[config.mk]
export PLATFORM = sky130hd
export DESIGN_NAME = trigger_network_sync_flat
export DESIGN_NICKNAME = d
export VERILOG_FILES = /design/src/rtl/trigger_network_sync_pkg.sv /design/src/rtl/trigger_network_sync_if.sv /design/src/rtl/trigger_status_reduce.sv /design/src/rtl/trigger_network_sync.sv /design/src/flat_wrapper.sv
export SDC_FILE = /design/constraint.sdc
export NUM_CORES = 1
export LEC_CHECK = 0
export CORE_ASPECT_RATIO = 1.4
export CORE_MARGIN = 8
export CORE_UTILIZATION = 45
export DETAILED_ROUTE_END_ITERATION = 8
export PLACE_DENSITY = 0.76
export SLEW_MARGIN = 20
export SYNTH_ARGS = -nofsm -noshare
export SYNTH_HDL_FRONTEND = slang
export SYNTH_SLANG_ARGS = --single-unit
[constraint.sdc]
create_clock -name ap_clk -period 2.7 [get_ports ap_clk]
set_clock_uncertainty 0.2 [all_clocks]
set_input_delay 0.405 -clock ap_clk [delete_from_list [all_inputs] [get_ports ap_clk]]
set_output_delay 0.405 -clock ap_clk [all_outputs]
set_load 0.01 [all_outputs]
[src/rtl/trigger_network_sync_pkg.sv]
// Shared types for the network-level trigger synchroniser.
package trigger_network_sync_pkg;

    typedef enum logic [2:0] {
        IDLE,
        START,
        GUARD,
        RUN,
        DONE
    } netstate_t;

    // Cycles after a start broadcast during which stale idle status is ignored.
    localparam int unsigned GUARD_CYCLES = 2;

endpackage

[src/rtl/trigger_network_sync_if.sv]
// Status/broadcast bus between the network synchroniser (master) and the trigger array (slave).
interface trigger_network_sync_if #(
    parameter int unsigned NUM_ACTORS = 4
);
    logic                  trig_ap_start;
    logic [NUM_ACTORS-1:0] trig_ap_idle;
    logic [NUM_ACTORS-1:0] trig_sleep;
    logic [NUM_ACTORS-1:0] trig_sync_exec;
    logic [NUM_ACTORS-1:0] trig_sync_wait;
    logic                  external_enqueue;
    logic                  all_sleep;
    logic                  all_sync;
    logic                  all_sync_wait;

    modport master (
        output trig_ap_start, external_enqueue, all_sleep, all_sync, all_sync_wait,
        input  trig_ap_idle, trig_sleep, trig_sync_exec, trig_sync_wait
    );

    modport slave (
        input  trig_ap_start, external_enqueue, all_sleep, all_sync, all_sync_wait,
        output trig_ap_idle, trig_sleep, trig_sync_exec, trig_sync_wait
    );
endinterface

[src/rtl/trigger_status_reduce.sv]
// Registered AND-reduction of a per-trigger status vector (1-cycle latency).
module trigger_status_reduce #(
    parameter int unsigned N = 4
) (
    input  logic         clk,
    input  logic         rst_n,
    input  logic [N-1:0] vec,
    output logic         all_q
);
    logic all_d;

    always_comb begin
        all_d = &vec;
    end

    always_ff @(posedge clk or negedge rst_n) begin
        if (!rst_n) begin
            all_q <= 1'b0;
        end else begin
            all_q <= all_d;
        end
    end
endmodule

[src/rtl/trigger_network_sync.sv]
// Network-level consensus, start broadcast, enqueue tracking and ap_start/ap_done handshake.
// Optional stall watchdog enabled by defining TRIGGER_WATCHDOG_EN.
module trigger_network_sync
    import trigger_network_sync_pkg::*;
#(
    parameter int unsigned NUM_ACTORS      = 4,
    parameter int unsigned NUM_INPUTS      = 2,
    parameter int unsigned CNT_W           = 32,
    parameter int unsigned WATCHDOG_CYCLES = 1024
) (
    input  logic                  ap_clk,
    input  logic                  ap_rst_n,
    input  logic                  ap_start,
    output logic                  ap_done,
    output logic                  ap_ready,
    output logic                  ap_idle,
    trigger_network_sync_if.master trig,
    input  logic [NUM_INPUTS-1:0] fifo_wr_en,
    output logic [CNT_W-1:0]      sync_rounds,
    output logic [CNT_W-1:0]      relaunch_count,
    output logic                  deadlock
);
    localparam int unsigned GW = $clog2(GUARD_CYCLES + 1);
    localparam logic [GW-1:0] GUARD_LAST = GW'(GUARD_CYCLES - 1);

    netstate_t         state_q, state_d;
    logic [GW-1:0]     guard_cnt_q, guard_cnt_d;
    logic              ext_q, ext_d;
    logic              sleep_dly_q, sleep_dly_d;
    logic              sync_dly_q, sync_dly_d;
    logic [CNT_W-1:0]  sync_rounds_q, sync_rounds_d;
    logic [CNT_W-1:0]  relaunch_q, relaunch_d;
    logic              all_sleep_q, all_sync_q, all_sync_wait_q, idle_all_q;
    logic [NUM_ACTORS-1:0] sync_vec;
    logic              sleep_rise, sync_rise, start_accept, relaunch_go, wd_trip;

    always_comb begin
        sync_vec = trig.trig_sync_exec | trig.trig_sync_wait;
    end

    trigger_status_reduce #(.N(NUM_ACTORS)) u_red_sleep (
        .clk(ap_clk), .rst_n(ap_rst_n), .vec(trig.trig_sleep), .all_q(all_sleep_q)
    );
    trigger_status_reduce #(.N(NUM_ACTORS)) u_red_sync (
        .clk(ap_clk), .rst_n(ap_rst_n), .vec(sync_vec), .all_q(all_sync_q)
    );
    trigger_status_reduce #(.N(NUM_ACTORS)) u_red_sync_wait (
        .clk(ap_clk), .rst_n(ap_rst_n), .vec(trig.trig_sync_wait), .all_q(all_sync_wait_q)
    );
    trigger_status_reduce #(.N(NUM_ACTORS)) u_red_idle (
        .clk(ap_clk), .rst_n(ap_rst_n), .vec(trig.trig_ap_idle), .all_q(idle_all_q)
    );

    always_comb begin
        state_d      = state_q;
        guard_cnt_d  = guard_cnt_q;
        start_accept = 1'b0;
        relaunch_go  = 1'b0;
        sleep_dly_d  = all_sleep_q;
        sync_dly_d   = all_sync_q;
        sleep_rise   = all_sleep_q & ~sleep_dly_q;
        sync_rise    = all_sync_q & ~sync_dly_q;

        case (state_q)
            IDLE: begin
                if (ap_start) begin
                    state_d      = START;
                    start_accept = 1'b1;
                end
            end
            START: begin
                state_d     = GUARD;
                guard_cnt_d = '0;
            end
            GUARD: begin
                if (guard_cnt_q == GUARD_LAST) begin
                    state_d = RUN;
                end else begin
                    guard_cnt_d = guard_cnt_q + GW'(1);
                end
            end
            RUN: begin
                if (idle_all_q) begin
                    if (ext_q) begin
                        state_d     = START;
                        relaunch_go = 1'b1;
                    end else begin
                        state_d = DONE;
                    end
                end else if (wd_trip) begin
                    state_d = DONE;
                end
            end
            DONE: state_d = IDLE;
            default: state_d = IDLE;
        endcase

        if (start_accept) begin
            sync_rounds_d = '0;
            relaunch_d    = '0;
        end else begin
            sync_rounds_d = sync_rounds_q + CNT_W'(sync_rise);
            relaunch_d    = relaunch_q + CNT_W'(relaunch_go);
        end

        // A new write in the same cycle as a clear condition keeps the flag set.
        if (|fifo_wr_en) begin
            ext_d = 1'b1;
        end else if (sleep_rise || relaunch_go) begin
            ext_d = 1'b0;
        end else begin
            ext_d = ext_q;
        end
    end

    always_ff @(posedge ap_clk or negedge ap_rst_n) begin
        if (!ap_rst_n) begin
            state_q       <= IDLE;
            guard_cnt_q   <= '0;
            ext_q         <= 1'b0;
            sleep_dly_q   <= 1'b0;
            sync_dly_q    <= 1'b0;
            sync_rounds_q <= '0;
            relaunch_q    <= '0;
        end else begin
            state_q       <= state_d;
            guard_cnt_q   <= guard_cnt_d;
            ext_q         <= ext_d;
            sleep_dly_q   <= sleep_dly_d;
            sync_dly_q    <= sync_dly_d;
            sync_rounds_q <= sync_rounds_d;
            relaunch_q    <= relaunch_d;
        end
    end

`ifdef TRIGGER_WATCHDOG_EN
    localparam int unsigned SW  = 4 * NUM_ACTORS;
    localparam int unsigned WDW = $clog2(WATCHDOG_CYCLES + 1);

    logic [SW-1:0]  status_q, status_d;
    logic [WDW-1:0] stall_q, stall_d;
    logic           deadlock_q, deadlock_d;
    logic           unchanged;

    always_comb begin
        status_d  = {trig.trig_ap_idle, trig.trig_sleep, trig.trig_sync_exec, trig.trig_sync_wait};
        unchanged = (status_d == status_q);
        wd_trip   = (state_q == RUN) && unchanged && !idle_all_q &&
                    ((32'(stall_q) + 32'd1) == 32'(WATCHDOG_CYCLES));
        if ((state_q == RUN) && unchanged) begin
            stall_d = stall_q + WDW'(1);
        end else begin
            stall_d = '0;
        end
        if (start_accept) begin
            deadlock_d = 1'b0;
        end else begin
            deadlock_d = deadlock_q | wd_trip;
        end
    end

    always_ff @(posedge ap_clk or negedge ap_rst_n) begin
        if (!ap_rst_n) begin
            status_q   <= '0;
            stall_q    <= '0;
            deadlock_q <= 1'b0;
        end else begin
            status_q   <= status_d;
            stall_q    <= stall_d;
            deadlock_q <= deadlock_d;
        end
    end

    assign deadlock = deadlock_q;
`else
    logic wd_unused;

    assign wd_unused = (WATCHDOG_CYCLES != 0);
    assign wd_trip   = 1'b0;
    assign deadlock  = 1'b0;
`endif

    assign ap_done               = (state_q == DONE);
    assign ap_ready              = ap_done;
    assign ap_idle               = (state_q == IDLE);
    assign trig.trig_ap_start    = (state_q == START);
    assign trig.external_enqueue = ext_q;
    assign trig.all_sleep        = all_sleep_q;
    assign trig.all_sync         = all_sync_q;
    assign trig.all_sync_wait    = all_sync_wait_q;
    assign sync_rounds           = sync_rounds_q;
    assign relaunch_count        = relaunch_q;
endmodule
[src/flat_wrapper.sv]
// flat-port wrapper written by rule: the top's interface ports become plain ports
module trigger_network_sync_flat import trigger_network_sync_pkg::*;
#(
    parameter int unsigned NUM_ACTORS      = 4,
    parameter int unsigned NUM_INPUTS      = 2,
    parameter int unsigned CNT_W           = 32,
    parameter int unsigned WATCHDOG_CYCLES = 1024
)
  (ap_clk, ap_rst_n, ap_start, ap_done, ap_ready, ap_idle, fifo_wr_en, sync_rounds, relaunch_count, deadlock, trig_trig_ap_start, trig_external_enqueue, trig_all_sleep, trig_all_sync, trig_all_sync_wait, trig_trig_ap_idle, trig_trig_sleep, trig_trig_sync_exec, trig_trig_sync_wait);
  trigger_network_sync_if #(.NUM_ACTORS(NUM_ACTORS)) trig_i ();
  input  logic ap_clk;
  input  logic ap_rst_n;
  input  logic ap_start;
  output logic ap_done;
  output logic ap_ready;
  output logic ap_idle;
  input  logic [NUM_INPUTS-1:0] fifo_wr_en;
  output logic [CNT_W-1:0] sync_rounds;
  output logic [CNT_W-1:0] relaunch_count;
  output logic deadlock;
  output wire logic [$bits(trig_i.trig_ap_start)-1:0] trig_trig_ap_start;
  output wire logic [$bits(trig_i.external_enqueue)-1:0] trig_external_enqueue;
  output wire logic [$bits(trig_i.all_sleep)-1:0] trig_all_sleep;
  output wire logic [$bits(trig_i.all_sync)-1:0] trig_all_sync;
  output wire logic [$bits(trig_i.all_sync_wait)-1:0] trig_all_sync_wait;
  input wire logic [$bits(trig_i.trig_ap_idle)-1:0] trig_trig_ap_idle;
  input wire logic [$bits(trig_i.trig_sleep)-1:0] trig_trig_sleep;
  input wire logic [$bits(trig_i.trig_sync_exec)-1:0] trig_trig_sync_exec;
  input wire logic [$bits(trig_i.trig_sync_wait)-1:0] trig_trig_sync_wait;
  assign trig_trig_ap_start = trig_i.trig_ap_start;
  assign trig_external_enqueue = trig_i.external_enqueue;
  assign trig_all_sleep = trig_i.all_sleep;
  assign trig_all_sync = trig_i.all_sync;
  assign trig_all_sync_wait = trig_i.all_sync_wait;
  assign trig_i.trig_ap_idle = trig_trig_ap_idle;
  assign trig_i.trig_sleep = trig_trig_sleep;
  assign trig_i.trig_sync_exec = trig_trig_sync_exec;
  assign trig_i.trig_sync_wait = trig_trig_sync_wait;
  trigger_network_sync #(.NUM_ACTORS(NUM_ACTORS), .NUM_INPUTS(NUM_INPUTS), .CNT_W(CNT_W), .WATCHDOG_CYCLES(WATCHDOG_CYCLES)) u_core (.ap_clk(ap_clk), .ap_rst_n(ap_rst_n), .ap_start(ap_start), .ap_done(ap_done), .ap_ready(ap_ready), .ap_idle(ap_idle), .trig(trig_i), .fifo_wr_en(fifo_wr_en), .sync_rounds(sync_rounds), .relaunch_count(relaunch_count), .deadlock(deadlock));
endmodule
==> flow_metrics.py <==
metrics = {
    "timing": {
        "max_freq_mhz": 380,
        "post-route-min-period_ps": 2630,
        "setup_slack_ps": 68.7,
        "tns_ps": 0,
        "tightest_slew_ps": 632,
        "slew_viol_final": 0,
        "setup-violations-final": 0,
        "finalCritPeriodShare_pct": 97.5,
        "slew_headroom_pct": 57.8,
        "hold_violations": 0,
    },
    "floorplan": {
        "die_w_um": 95.3,
        "initial_core_util_pct": 46.3,
        "die-area_um2": 12100,
        "core_area_um2": 8560,
        "fp-row-count": 40,
        "io_pins": 94,
        "die_y_um": 127,
    },
    "clock_tree": {
        "clock_sinks": 76,
        "cts_tree": "built",
        "numCtsBuffers": 9,
        "clk_latency_ps": 330,
        "cts_buffer_depth": 2,
        "htreeDepth": 3,
        "root_buffer": "clkbuf_16",
        "clkTransAtPathRegs_ps": 50,
    },
    "synthesis": {
        "yosys-top-cells-count": "dfrtp_1 (76), a21oi_1 (34), nand2_1 (32), nor2_1 (28), or4_1 (24)",
        "synthCells": 417,
        "synth_top_area_share_pct": 48.0,
        "synth_edf_count": 0,
        "syn_nets": 443,
        "ys_seq_elements": 76,
        "postSynthAreaPerCell_um2": 9.50,
        "synth.yosys.seq_area_share_pct": 48.0,
        "yosys_warnings": 0,
        "synth.area.top_cells": "dfrtp_1 (48%), or4_1 (4.5%), a21oi_1 (4.3%)",
        "synth_largest_area_cell": "dfrtp_1",
        "async_reset_ff_share_pct": 100,
        "syn_area_um2": 3960,
        "dominantRegCellSynth": "dfrtp_1",
        "ys_types": 47,
        "post-synth-top-count-cell": "dfrtp_1",
    },
    "critical_path": {
        "path_buf_inv": 0,
        "start_kind": "flop",
        "worst_path_max_delay_cell": "or4_4",
        "arrival_ps": 2680,
        "end_kind": "flop",
        "crit_start": "u_core.state_q[2]",
        "r2r-start": "u_core.state_q[2]",
        "regToRegSetupSlack_ps": 70,
        "crit_type": "flop to flop",
        "critPathTopFamily": "simple AND/OR/NAND/NOR gates",
        "cp_max_fo": 13,
        "crit_chain": "nand4b_1 -> nor2_2 -> ha_2 -> nand2_2 -> or4_4 -> or4_1 -> a21oi_1",
        "crit_path_max_incr_delay_ps": 590,
        "required_ps": 2750,
    },
    "drt": {
        "drc": 0,
        "wl_met1_um": 4410,
        "via_count": 3700,
        "dr.max_layer_used": "met4",
        "drt_wl_total_um": 10700,
        "vias_per_cell": 5.94,
        "dr_wl_met2_um": 5370,
        "ant_nets": 0,
        "routedWlPerCell_um": 17.1,
        "wl_met3_um": 654,
        "dr.first_iter.drc_count": 180,
        "drt_pass1_iterations": 5,
    },
    "cells_and_area": {
        "drive_above_1_share_pct": 9.65,
        "final_area_um2": 5390,
        "fillers": 710,
        "final_cells": 623,
        "n_antenna_cell": 0,
        "fin_nets": 540,
        "syn2layout_area_growth_pct": 35.9,
    },
    "power_and_ir_drop": {
        "finalPower_mw": 4.19,
        "ir_drop_uv": 665,
        "p_leak_nw": 2.16,
        "powerDensity_nw_per_um2": 778,
    },
    "placement": {
        "port-buffer-count": 92,
        "placed_area_um2": 5060,
        "pre_cts_slack_ps": 16.5,
        "dp_hpwl_um": 7730,
        "gp_routability_congestion": 0.849,
        "place_inst": 604,
    },
    "hold_path": {
        "min_path_type": "flop to flop",
        "worstHoldStart": "u_core.u_red_sync.all_q",
    },
    "flow_run": {
        "max-cap-violations": 0,
    },
    "global_route": {
        "antenna_found_initial": 0,
        "grt_max_degree": 42,
        "grt_overflow": 0,
        "grt_pass1_vias": 3557,
        "grt_first_pass_wirelength_um": 17400,
        "track_usage_pct": 17.9,
    },
    "status": {
        "status": "finished, final reports clean",
    },
}
-- cells by family (layout without fill, tap and decap cells) --
| group | Yosys count | count (layout) | synth area share [%] |
|---|---|---|---|
| adders and majority gates | 5 | 5 | 1.58 |
| and+or+nand+nor | 195 | 195 | 28.5 |
| xor gates and xnor gates | 22 | 22 | 4.86 |
| muxes | 5 | 5 | 1.26 |
| buffers and inverters | 35 | 136 | 3.79 |
| AOI/OAI and AO/OA | 78 | 78 | 11.9 |
| other | 1 | 1 | 0.0946 |
| DFF | 76 | 76 | 48.0 |
-- power by group --
| part | total [mW] | internal (mW) | switching [mW] |
|---|---|---|---|
| logic | 1.24 | 0.712 | 0.531 |
| registers | 1.80 | 1.42 | 0.381 |
| clock network | 1.15 | 0.716 | 0.433 |
-- through the flow --
step / utilization (%) / hold slack [ps]
final: 62.9 / 197
after global routing: 62.9 / 222
after CTS: 62.6 / 208
after detailed placement: 59.2 / 191
after global placement: 59.2 / 182
after floorplan: - / -90.6
-- worst register-to-register path: cells and delay by family, from the launching register on --
| kind | cells | cell delay [ps] |
|---|---|---|
| AOI/OAI and AO/OA | 1 | 170 |
| adders and majority gates | 1 | 230 |
| DFF | 1 | 380 |
| and+or+nand+nor | 5 | 1570 |
-- layout by cell type, fill, tap and decap left out, types with 3 or more instances in the layout --
cell | Yosys | final
buf_4 | 2 | 19
or3_1 | 9 | 9
nor4_1 | 5 | 4
nor3b_1 | 3 | 3
inv_1 | 8 | 8
clkbuf_8 | 0 | 4
and4_1 | 7 | 7
ha_1 | 5 | 4
xnor2_1 | 11 | 11
o21ai_0 | 12 | 12
nand4_1 | 19 | 19
dfrtp_1 | 76 | 76
nand2_1 | 32 | 31
nand2b_1 | 6 | 6
or4_1 | 24 | 24
o31ai_1 | 22 | 22
a21oi_1 | 34 | 34
and3_1 | 10 | 10
and2_1 | 7 | 7
nor3_1 | 7 | 7
mux2i_1 | 5 | 5
clkbuf_16 | 0 | 9
nand3_1 | 23 | 23
xor2_1 | 11 | 11
clkdlybuf4s50_1 | 0 | 91
nor2_1 | 28 | 27
-- routing by layer --
metal / global-route usage (%) / vias up
li1: - / 1736
met1: 21.1 / 1841
met2: 29.6 / 108
met3: 4.81 / 15
met4: 7.56 / 0
met5: 0 / -
-- worst paths after layout --
path,end,cells past startpoint
max,u_core.relaunch_count[28],7
min,u_core.sync_dly_q,0
max reg2reg,u_core.relaunch_count[28],7
min reg2reg,u_core.sync_dly_q,0
max in group asynchronous,u_core.relaunch_count[21],3
min in group asynchronous,u_core.sync_rounds[17],2
-- final cells by class --
type                            count  area (um2)  share of cell area, %
Clock buffer                       14         284                   5.27
Clock inverter                      1        5.00                 0.0929
Inverter                            8        30.0                  0.557
Multi-Input combinational cell    306        1930                   35.8
Sequential cell                    76        1900                   35.3
Tap cell                          105         131                   2.44
Timing Repair Buffer              113        1100                   20.5
-- sequential cells by signal, summed over array words and instances, names as in the netlist --
signal,cells
u_core.sync_rounds,32
u_core.guard_cnt_q,2
u_core.u_red_sleep.all_q,1
u_core.state_q,3
u_core.trig.external_enqueue,1
u_core.u_red_sync.all_q,1
u_core.relaunch_count,32
u_core.u_red_idle.all_q,1
u_core.sync_dly_q,1
u_core.sleep_dly_q,1
u_core.u_red_sync_wait.all_q,1
-- what timing repair did --
item / CTS / global route
hold buffers: 1 / 0
gates resized for setup: 0 / 1
endpoints found under the setup margin: 0 / 9
hold endpoints to repair: 35 / 0
setup buffers: 0 / 3
No activity file was read; power rests on OpenSTA's default activity.
